**config.mk**
```make
export PLATFORM = sky130hd
export DESIGN_NAME = flit_pattern_injector
export DESIGN_NICKNAME = d
export VERILOG_FILES = /design/src/rtl/flit_pattern_injector.sv
export SDC_FILE = /design/constraint.sdc
export NUM_CORES = 1
export LEC_CHECK = 0
export CORE_UTILIZATION = 50
export CTS_CLUSTER_DIAMETER = 150
export DETAILED_ROUTE_END_ITERATION = 12
export PLACE_DENSITY = 0.89
export RECOVER_POWER = 100
export SETUP_SLACK_MARGIN = 0.1
export SYNTH_ARGS = -nofsm -noshare
export SYNTH_HDL_FRONTEND = slang
export SYNTH_SLANG_ARGS = --single-unit
```
**constraint.sdc**
```tcl
create_clock -name clk -period 5.3 [get_ports clk]
set_input_delay 1.325 -clock clk [delete_from_list [all_inputs] [get_ports clk]]
set_output_delay 1.325 -clock clk [all_outputs]
set_load 0.03 [all_outputs]
```
**src/rtl/flit_pattern_injector.sv**
```systemverilog
// Walking-thermometer flit source for datapath energy characterisation.
// Emits packets of PAYLOAD flits, each followed by GAP_CYCLES idle cycles,
// with valid/ready backpressure, packet counting, abort and idle-drive control.
module flit_pattern_injector #(
    parameter int N           = 18,
    parameter int STEP_BITS   = 8,
    parameter int PAYLOAD     = 20,
    parameter int GAP_CYCLES  = 7,
    parameter int NUM_PACKETS = 10,
    parameter int HOLD_IDLE   = 1,
    parameter int CNT_W       = 16
) (
    input  logic             clk,
    input  logic             rst,
    input  logic             start,
    input  logic             stop,
    input  logic             out_ready,
    output logic             out_valid,
    output logic [N-1:0]     op_a,
    output logic [N-1:0]     op_b,
    output logic             window,
    output logic             busy,
    output logic             done,
    output logic [CNT_W-1:0] flit_cnt,
    output logic [CNT_W-1:0] pkt_cnt
);
    localparam int W     = 2 * N;
    localparam int F     = (W - 1) / STEP_BITS;
    localparam int L     = 2 * F + 1;
    localparam int IDX_W = $clog2(L + 1);
    localparam int GAP_W = (GAP_CYCLES > 0) ? $clog2(GAP_CYCLES + 1) : 1;

    localparam logic [1:0] S_IDLE = 2'd0;
    localparam logic [1:0] S_SEND = 2'd1;
    localparam logic [1:0] S_GAP  = 2'd2;
    localparam logic [1:0] S_DONE = 2'd3;

    localparam logic [IDX_W-1:0] IDX_FIRST = IDX_W'(1);
    localparam logic [IDX_W-1:0] IDX_LAST  = IDX_W'(L - 1);
    localparam logic [CNT_W-1:0] FLIT_LAST = CNT_W'(PAYLOAD - 1);
    localparam logic [CNT_W-1:0] PKT_TOTAL = CNT_W'(NUM_PACKETS);
    localparam logic [GAP_W-1:0] GAP_LOAD  = GAP_W'(GAP_CYCLES - 1);
    localparam bit               FINITE    = (NUM_PACKETS != 0);
    localparam bit               HAS_GAP   = (GAP_CYCLES > 0);
    localparam bit               HOLD      = (HOLD_IDLE != 0);

    // Thermometer entry: 0 = all zeros, 1..F grow from the top, F+1..2F shrink at the bottom.
    function automatic logic [W-1:0] pattern(input logic [IDX_W-1:0] idx);
        logic [W-1:0] ones;
        int           i;
        ones = '1;
        i    = int'(idx);
        if (i == 0)
            return '0;
        else if (i <= F)
            return ~(ones >> (i * STEP_BITS));
        else
            return ~(ones << ((L - i) * STEP_BITS));
    endfunction

    logic [1:0]       state_q, state_d;
    logic             valid_q, valid_d;
    logic [W-1:0]     op_q, op_d;
    logic [IDX_W-1:0] idx_q, idx_d;
    logic [CNT_W-1:0] flit_cnt_q, flit_cnt_d;
    logic [CNT_W-1:0] pkt_cnt_q, pkt_cnt_d;
    logic [GAP_W-1:0] gap_cnt_q, gap_cnt_d;

    logic [IDX_W-1:0] idx_next;
    logic [CNT_W-1:0] pkt_next;
    logic [W-1:0]     idle_op;
    logic             accept;

    assign idx_next = (idx_q == IDX_LAST) ? '0 : idx_q + 1'b1;
    assign pkt_next = pkt_cnt_q + 1'b1;
    assign idle_op  = HOLD ? op_q : '0;
    assign accept   = valid_q && out_ready;

    // Next-state: stop overrides everything; otherwise run the packet/gap sequencer.
    always_comb begin
        state_d    = state_q;
        valid_d    = valid_q;
        op_d       = op_q;
        idx_d      = idx_q;
        flit_cnt_d = flit_cnt_q;
        pkt_cnt_d  = pkt_cnt_q;
        gap_cnt_d  = gap_cnt_q;
        if (stop) begin
            state_d = S_IDLE;
            valid_d = 1'b0;
            op_d    = idle_op;
        end else begin
            case (state_q)
                S_IDLE: begin
                    if (start) begin
                        state_d    = S_SEND;
                        valid_d    = 1'b1;
                        idx_d      = IDX_FIRST;
                        op_d       = pattern(IDX_FIRST);
                        flit_cnt_d = '0;
                        pkt_cnt_d  = '0;
                    end
                end
                S_SEND: begin
                    if (accept) begin
                        if (flit_cnt_q == FLIT_LAST) begin
                            flit_cnt_d = '0;
                            pkt_cnt_d  = pkt_next;
                            if (FINITE && pkt_next == PKT_TOTAL && !HAS_GAP) begin
                                state_d = S_DONE;
                                valid_d = 1'b0;
                                op_d    = idle_op;
                            end else if (HAS_GAP) begin
                                state_d   = S_GAP;
                                valid_d   = 1'b0;
                                op_d      = idle_op;
                                gap_cnt_d = GAP_LOAD;
                            end else begin
                                // back-to-back packet: pattern restarts
                                idx_d = IDX_FIRST;
                                op_d  = pattern(IDX_FIRST);
                            end
                        end else begin
                            flit_cnt_d = flit_cnt_q + 1'b1;
                            idx_d      = idx_next;
                            op_d       = pattern(idx_next);
                        end
                    end
                end
                S_GAP: begin
                    if (gap_cnt_q == '0) begin
                        if (FINITE && pkt_cnt_q == PKT_TOTAL) begin
                            state_d = S_DONE;
                        end else begin
                            state_d = S_SEND;
                            valid_d = 1'b1;
                            idx_d   = IDX_FIRST;
                            op_d    = pattern(IDX_FIRST);
                        end
                    end else begin
                        gap_cnt_d = gap_cnt_q - 1'b1;
                    end
                end
                default: state_d = S_IDLE;
            endcase
        end
    end

    // State and datapath registers.
    always_ff @(posedge clk or posedge rst) begin
        if (rst) begin
            state_q    <= S_IDLE;
            valid_q    <= 1'b0;
            op_q       <= '0;
            idx_q      <= '0;
            flit_cnt_q <= '0;
            pkt_cnt_q  <= '0;
            gap_cnt_q  <= '0;
        end else begin
            state_q    <= state_d;
            valid_q    <= valid_d;
            op_q       <= op_d;
            idx_q      <= idx_d;
            flit_cnt_q <= flit_cnt_d;
            pkt_cnt_q  <= pkt_cnt_d;
            gap_cnt_q  <= gap_cnt_d;
        end
    end

    assign out_valid = valid_q;
    assign op_a      = op_q[N-1:0];
    assign op_b      = op_q[W-1:N];
    assign window    = (state_q == S_SEND) || (state_q == S_GAP);
    assign busy      = (state_q != S_IDLE);
    assign done      = (state_q == S_DONE);
    assign flit_cnt  = flit_cnt_q;
    assign pkt_cnt   = pkt_cnt_q;

endmodule

```
After elaboration in Yosys (flattened, before gate mapping)
Cells that the tools add are included.
{"block": "word_totals", "register_bits": 78, "input_bits": 5, "output_inout_bits": 72, "elab_cells": 92}
{"block": "op_classes", "addsub": 5, "magnitude_cmp": 1, "eq_ne": 18, "n_shift": 2, "mux": 40, "bitwise_logic": 3, "reduce_logical": 16}
{"op": "36-bit two-way mux", "n": 7}
{"op": "36-bit one-hot mux with 3 select lines", "n": 1}
{"op": "16-bit two-way mux", "n": 5}
{"op": "36-bit inverter", "n": 2}
{"op": "16-bit one-hot mux with 2 select lines", "n": 2}
{"op": "36-bit by 32-bit left shift with 36-bit output, first input constant", "n": 1}
{"op": "36-bit by 7-bit right shift with 36-bit output, first input constant", "n": 1}
{"op": "16-bit by 1-bit adder with 16-bit output, second input constant", "n": 2}
{"op": "4-bit two-way mux", "n": 6}
{"op": "16-bit by 4-bit equality test with 1-bit output, second input constant", "n": 1}
{"op": "16-bit by 5-bit equality test with 1-bit output, second input constant", "n": 1}
{"op": "3-bit != test, second input constant", "n": 5}
{"op": "2-bit != test, second input constant", "n": 7}
{"op": "2-bit two-way mux", "n": 6}
{"op": "4-bit one-hot mux with 3 select lines", "n": 1}
{"op": "5-bit AND reduction", "n": 2}
{"op": "3-bit two-way mux", "n": 3}
{"op": "4-bit AND reduction", "n": 2}
{"op": "7-bit AND reduction", "n": 1}
{"op": "1-bit two-way mux", "n": 6}
{"op": "2-bit one-hot mux with 3 select lines", "n": 1}
{"op": "3-bit one-hot mux with 2 select lines", "n": 1}
{"op": "6-bit AND reduction", "n": 1}
{"op": "2-bit nonzero test", "n": 3}
{"op": "other kinds (16)", "n": 17}

Logic depth before layout (Yosys ltp)
{"block": "depth", "ltp_word": 10, "depth_mapped": 11}

Least setup slack after synthesis
OpenSTA, ideal clock, no wires.
{"block": "synth_timing", "path_type": "input -> register", "from": "input port start", "to": "register pkt_cnt_q[15], in the netlist pkt_cnt[15]", "setup_time_ns": 0.127, "t_arrival_ns": 2.808, "slack_ns": 2.365, "cell_stages": 5, "path_buffers": 0, "cell_sequence": "and2b_1 nor4_1 or4b_1 xor2_1 nor2_2"}
{"block": "synth_via", "elab_chain_cells": 2}
{"element": "from (decl)", "line": "15", "rtl": "input logic start,"}
{"element": "2-bit != test (no source line)"}
{"element": "5-bit AND reduction (no source line)"}
{"element": "to (signal assigned)", "line": "165", "rtl": "pkt_cnt_q <= pkt_cnt_d;"}
{"element": "to (decl)", "line": "66", "rtl": "logic [CNT_W-1:0] pkt_cnt_q, pkt_cnt_d;"}
Every way passes these cells.
A chain may end at the register's enable or synchronous reset.

Worst setup path in the final report
{"block": "layout_timing", "from": "input port stop", "to": "register flit_cnt_q[15], in the netlist flit_cnt[15]"}
{"block": "layout_via", "elab_chain_cells": 2}
{"element": "from (decl)", "line": "16", "rtl": "input logic stop,"}
{"element": "1-bit inverter (no source line)"}
{"element": "4-bit AND reduction (no source line)"}
{"element": "to (signal assigned)", "line": "164", "rtl": "flit_cnt_q <= flit_cnt_d;"}
{"element": "to (decl)", "line": "65", "rtl": "logic [CNT_W-1:0] flit_cnt_q, flit_cnt_d;"}
Every way passes these cells.

==> impl_metrics.csv <==
group,metric,value,unit
sta,timing.final.hold_violations,0,
routing,met3RoutedLength,523,um
power,swShare,0.4678,
power,pwr-share-clk,0.158,
routing,final_antenna_net_count,0,
sta,crit_path_time_final,3.656,ns
layout,fillcell_total,527,
layout,finish.cell_count_without_fillers,484,
logic_synthesis,synthArstFlopShare,1.000,
critical_path,critPathRequiredTime,5.54,ns
routing,wl_met2,3376,um
critical_path,timing.critical_path.arrival,3.89,ns
cts,clkTransAtPathRegs,0.10,ns
layout,multi_input_area,1648,um^2
layout,syn2layout_area_growth,19.96,%
min_path,min-delay-path-class,"reg2reg",
floorplanning,die_x,83.13,um
sta,drv_slew,52,
logic_synthesis,total_of_warnings_raised_by_yosys,0,
cts,cts_root_buf,"sky130_fd_sc_hd__clkbuf_8",
logic_synthesis,synth_top_family_by_area,"simple AND/OR/NAND/NOR gates",
logic_synthesis,synth_simple_gate_area_share,0.2639,
logic_synthesis,synthesis.instances,363,
sta,rsz0062_at_grt,"false",
sta,final.period_utilization,0.6897,
place,post-place-cells,476,
layout,antenna_cells,0,
routing,detail_route.drc_violations,0,
critical_path,worstPathMaxFanout,9,
global_route,grt_max_degree,52,
routing,wl_per_cell,15.03,um
routing,drtPass1Iterations,4,
critical_path,timing.reg2reg.setup_slack,2.27,ns
logic_synthesis,synth.ff_latch_count,51,
layout,post_route_cells_drive_above_1_share,0.05897,
logic_synthesis,post-synth-top-area-cell,"sky130_fd_sc_hd__dfrtp_1",
cts,post-cts-setup-buffers,0,
power,cellPowerDensity,387.1,nW/um^2
sta,clock_skew,0.01366,ns
logic_synthesis,share_of_cell_area_taken_by_muxes_after_synthesis,0.01293,
routing,drt_wl_total,7273,um
global_route,first_pass_grt_wire_length,12190,um
power,p_comb_frac,0.507,
cts,clk-insertion-delay-late,0.31,ns
global_route,global_route.usage.total,0.2151,
power,ir_worst_vdd,353.5,uV
floorplanning,floorplan.rows,29,
power,p_seq_frac,0.335,
logic_synthesis,yosys.area_share.adder,0.05703,
sta,max_slew.worst_pin.slew,1.889,ns
cts,ctsLongestPathBuffers,2,
critical_path,timing.critical_path.cells,"dlygate4sd3_1, o21bai_1, nor4_4, nand4_1, or4_1, a21oi_1",
floorplanning,ios,77,
sta,max_clock_freq,273.6,MHz
routing,vias_per_cell,5.806,
routing,dr.first_iter.drc_count,232,
global_route,number_of_antenna_violations_at_the_first_check_in_global_routing,0,
cts,cts-hold-fix-buffers,0,
critical_path,critical_path_class,"in2reg",
cts,cts-htree-levels,2,
floorplanning,core_area,6350,um^2
layout,regArea,1276,um^2
place,hpwlAfterDp,5226,um
sta,finalSetupViolCount,0,
critical_path,critical_path.slowest_cell,"sky130_fd_sc_hd__dlygate4sd3_1",
routing,num_vias,2810,
cts,cts.sink_count,51,
cts,tritoncts.num_buffers,5,
flow_run,cap_viol_max_count,1,
logic_synthesis,synth_enable_flop_cells,0,
critical_path,cp-end-kind,"register",
floorplanning,die_y,83.13,um
routing,m1WireLength,3259,um
floorplanning,die-area,6910,um^2
power,power.internal,813.3,uW
critical_path,worst_path_largest_cell_delay,0.62,ns
cts,cts_tree,"built",
critical_path,worstSetupStartpointType,"input pin",
run_status,run_status,"complete, but fails checks",
power,net-switching-power,714.8,uW
run_status,failing_checks,"capacitance limit, slew limit",
global_route,grt_overflow_total,0,
logic_synthesis,synth.top_cell.area_share,0.3878,
logic_synthesis,synth_cell_types,59,
logic_synthesis,synth_area_per_cell,9.065,um^2
logic_synthesis,synthTopCellsByArea,"sky130_fd_sc_hd__dfrtp_1, sky130_fd_sc_hd__buf_4, sky130_fd_sc_hd__ha_1",
place,io_buffer_count,76,
place,finalWeightedCongestion,0.8734,
logic_synthesis,post_synth_xor_area_fraction,0.06388,
logic_synthesis,synth.cell_area,3291,um^2
global_route,number_of_global_route_vias_before_repair,2560,
logic_synthesis,synthFlopType,"sky130_fd_sc_hd__dfrtp_1",
sta,timing.max_slew.rel_slack,-0.2607,
routing,top_layer_used,"met4",
layout,final_net_count,426,
logic_synthesis,synth.net_count,383,
logic_synthesis,synth_sequential_area_ratio,0.3878,
power,power_leakage,0.001846,uW
sta,tns,0,ns
cts,ctsResizeCount,0,
logic_synthesis,compound_cell_area_share_of_the_yosys_netlist,0.1106,
floorplanning,initial_utilization,0.5182,
## metal layers
metal  global-route usage  vias to the layer above
met2               0.3256                      144
met3              0.04175                       13
met1               0.3068                     1317
met4              0.07994                        0
met5                    0                        -
li1                     -                     1336
## state kept, by name, indices dropped and copies added (netlist names)
| signal | flops |
|---|---|
| gap_cnt_q | 3 |
| idx_q | 4 |
| out_valid | 1 |
| idle_op | 9 |
| flit_cnt | 16 |
| state_q | 2 |
| pkt_cnt | 16 |
## critical path: cells and delay by family
kind	cells	cell delay, ns
buffers and inverters	1	0.62
and+or+nand+nor	3	1.50
AOI/OAI and AO/OA	2	0.44
## power groups by stage
stage	Sequential [uW]	Combinational, uW	Clock, uW
after global routing	526	841	261
final	512	775	241
after CTS	519	812	246
after floorplan	555	592	0
after global placement	519	788	0
after detailed placement	527	808	0
## Yosys cell counts, drive strengths merged, types with 10 or more instances
master,n
nor3,13
nand4,16
nor4,10
nor2,36
xor2,16
dfrtp,51
o21ai,18
nand2,32
ha,15
a21oi,12
buf,32
nand3,12
inv,17
## cell families after synthesis
family          after synthesis
mux                           4
simple gates                156
buf+inv                      58
compound gates               55
xor+xnor                     24
fa+ha+maj                    15
flops                        51
## worst paths after layout
check,startpoint,to,cells past startpoint
setup / recovery,stop,flit_cnt[15],6
hold / removal,gap_cnt_q[1],gap_cnt_q[1],1
setup reg to reg,flit_cnt[0],flit_cnt[12],5
hold reg to reg,gap_cnt_q[1],gap_cnt_q[1],1
max in group asynchronous,rst,idx_q[1],2
min in group asynchronous,rst,flit_cnt[11],2
## placed cells by master, fill, tap and decap left out, types with 3 or more instances in the layout
| cell | count |
|---|---|
| sky130_fd_sc_hd__a21oi_1 | 12 |
| sky130_fd_sc_hd__xor2_1 | 16 |
| sky130_fd_sc_hd__and3_1 | 3 |
| sky130_fd_sc_hd__dfrtp_1 | 51 |
| sky130_fd_sc_hd__or2_2 | 3 |
| sky130_fd_sc_hd__o21ai_0 | 18 |
| sky130_fd_sc_hd__nor4b_1 | 3 |
| sky130_fd_sc_hd__nand4_1 | 15 |
| sky130_fd_sc_hd__nor3_1 | 13 |
| sky130_fd_sc_hd__clkbuf_8 | 6 |
| sky130_fd_sc_hd__or3_2 | 3 |
| sky130_fd_sc_hd__o31ai_1 | 8 |
| sky130_fd_sc_hd__ha_1 | 15 |
| sky130_fd_sc_hd__nand2_1 | 32 |
| sky130_fd_sc_hd__nand3_1 | 12 |
| sky130_fd_sc_hd__nor4_1 | 9 |
| sky130_fd_sc_hd__nor2_1 | 35 |
| sky130_fd_sc_hd__nor2b_1 | 6 |
| sky130_fd_sc_hd__dlygate4sd3_1 | 75 |
| sky130_fd_sc_hd__xnor2_1 | 8 |
| sky130_fd_sc_hd__inv_1 | 17 |
## stage by stage
stage	setup slack [ns]	total power, uW	hold slack, ns	cell area [um^2]	util
after floorplan	2.365	1148	0.4794	3291	-
after global placement	1.629	1307	0.4882	3877	0.6106
after detailed placement	1.529	1335	0.4982	3877	0.6106
after CTS	1.881	1577	0.5177	3976	0.6262
after global routing	1.508	1628	0.5468	3948	0.6217
final	1.644	1528	0.5161	3948	0.6217
## final cells by class
cell class                      count  share of cell area
Clock buffer                        6             0.02092
Clock inverter                      2            0.004120
Inverter                           17             0.01616
Multi-Input combinational cell    254              0.4174
Sequential cell                    51              0.3233
Tap cell                           77             0.02441
Timing Repair Buffer               77              0.1937
No activity file was read; power rests on OpenSTA's default activity.
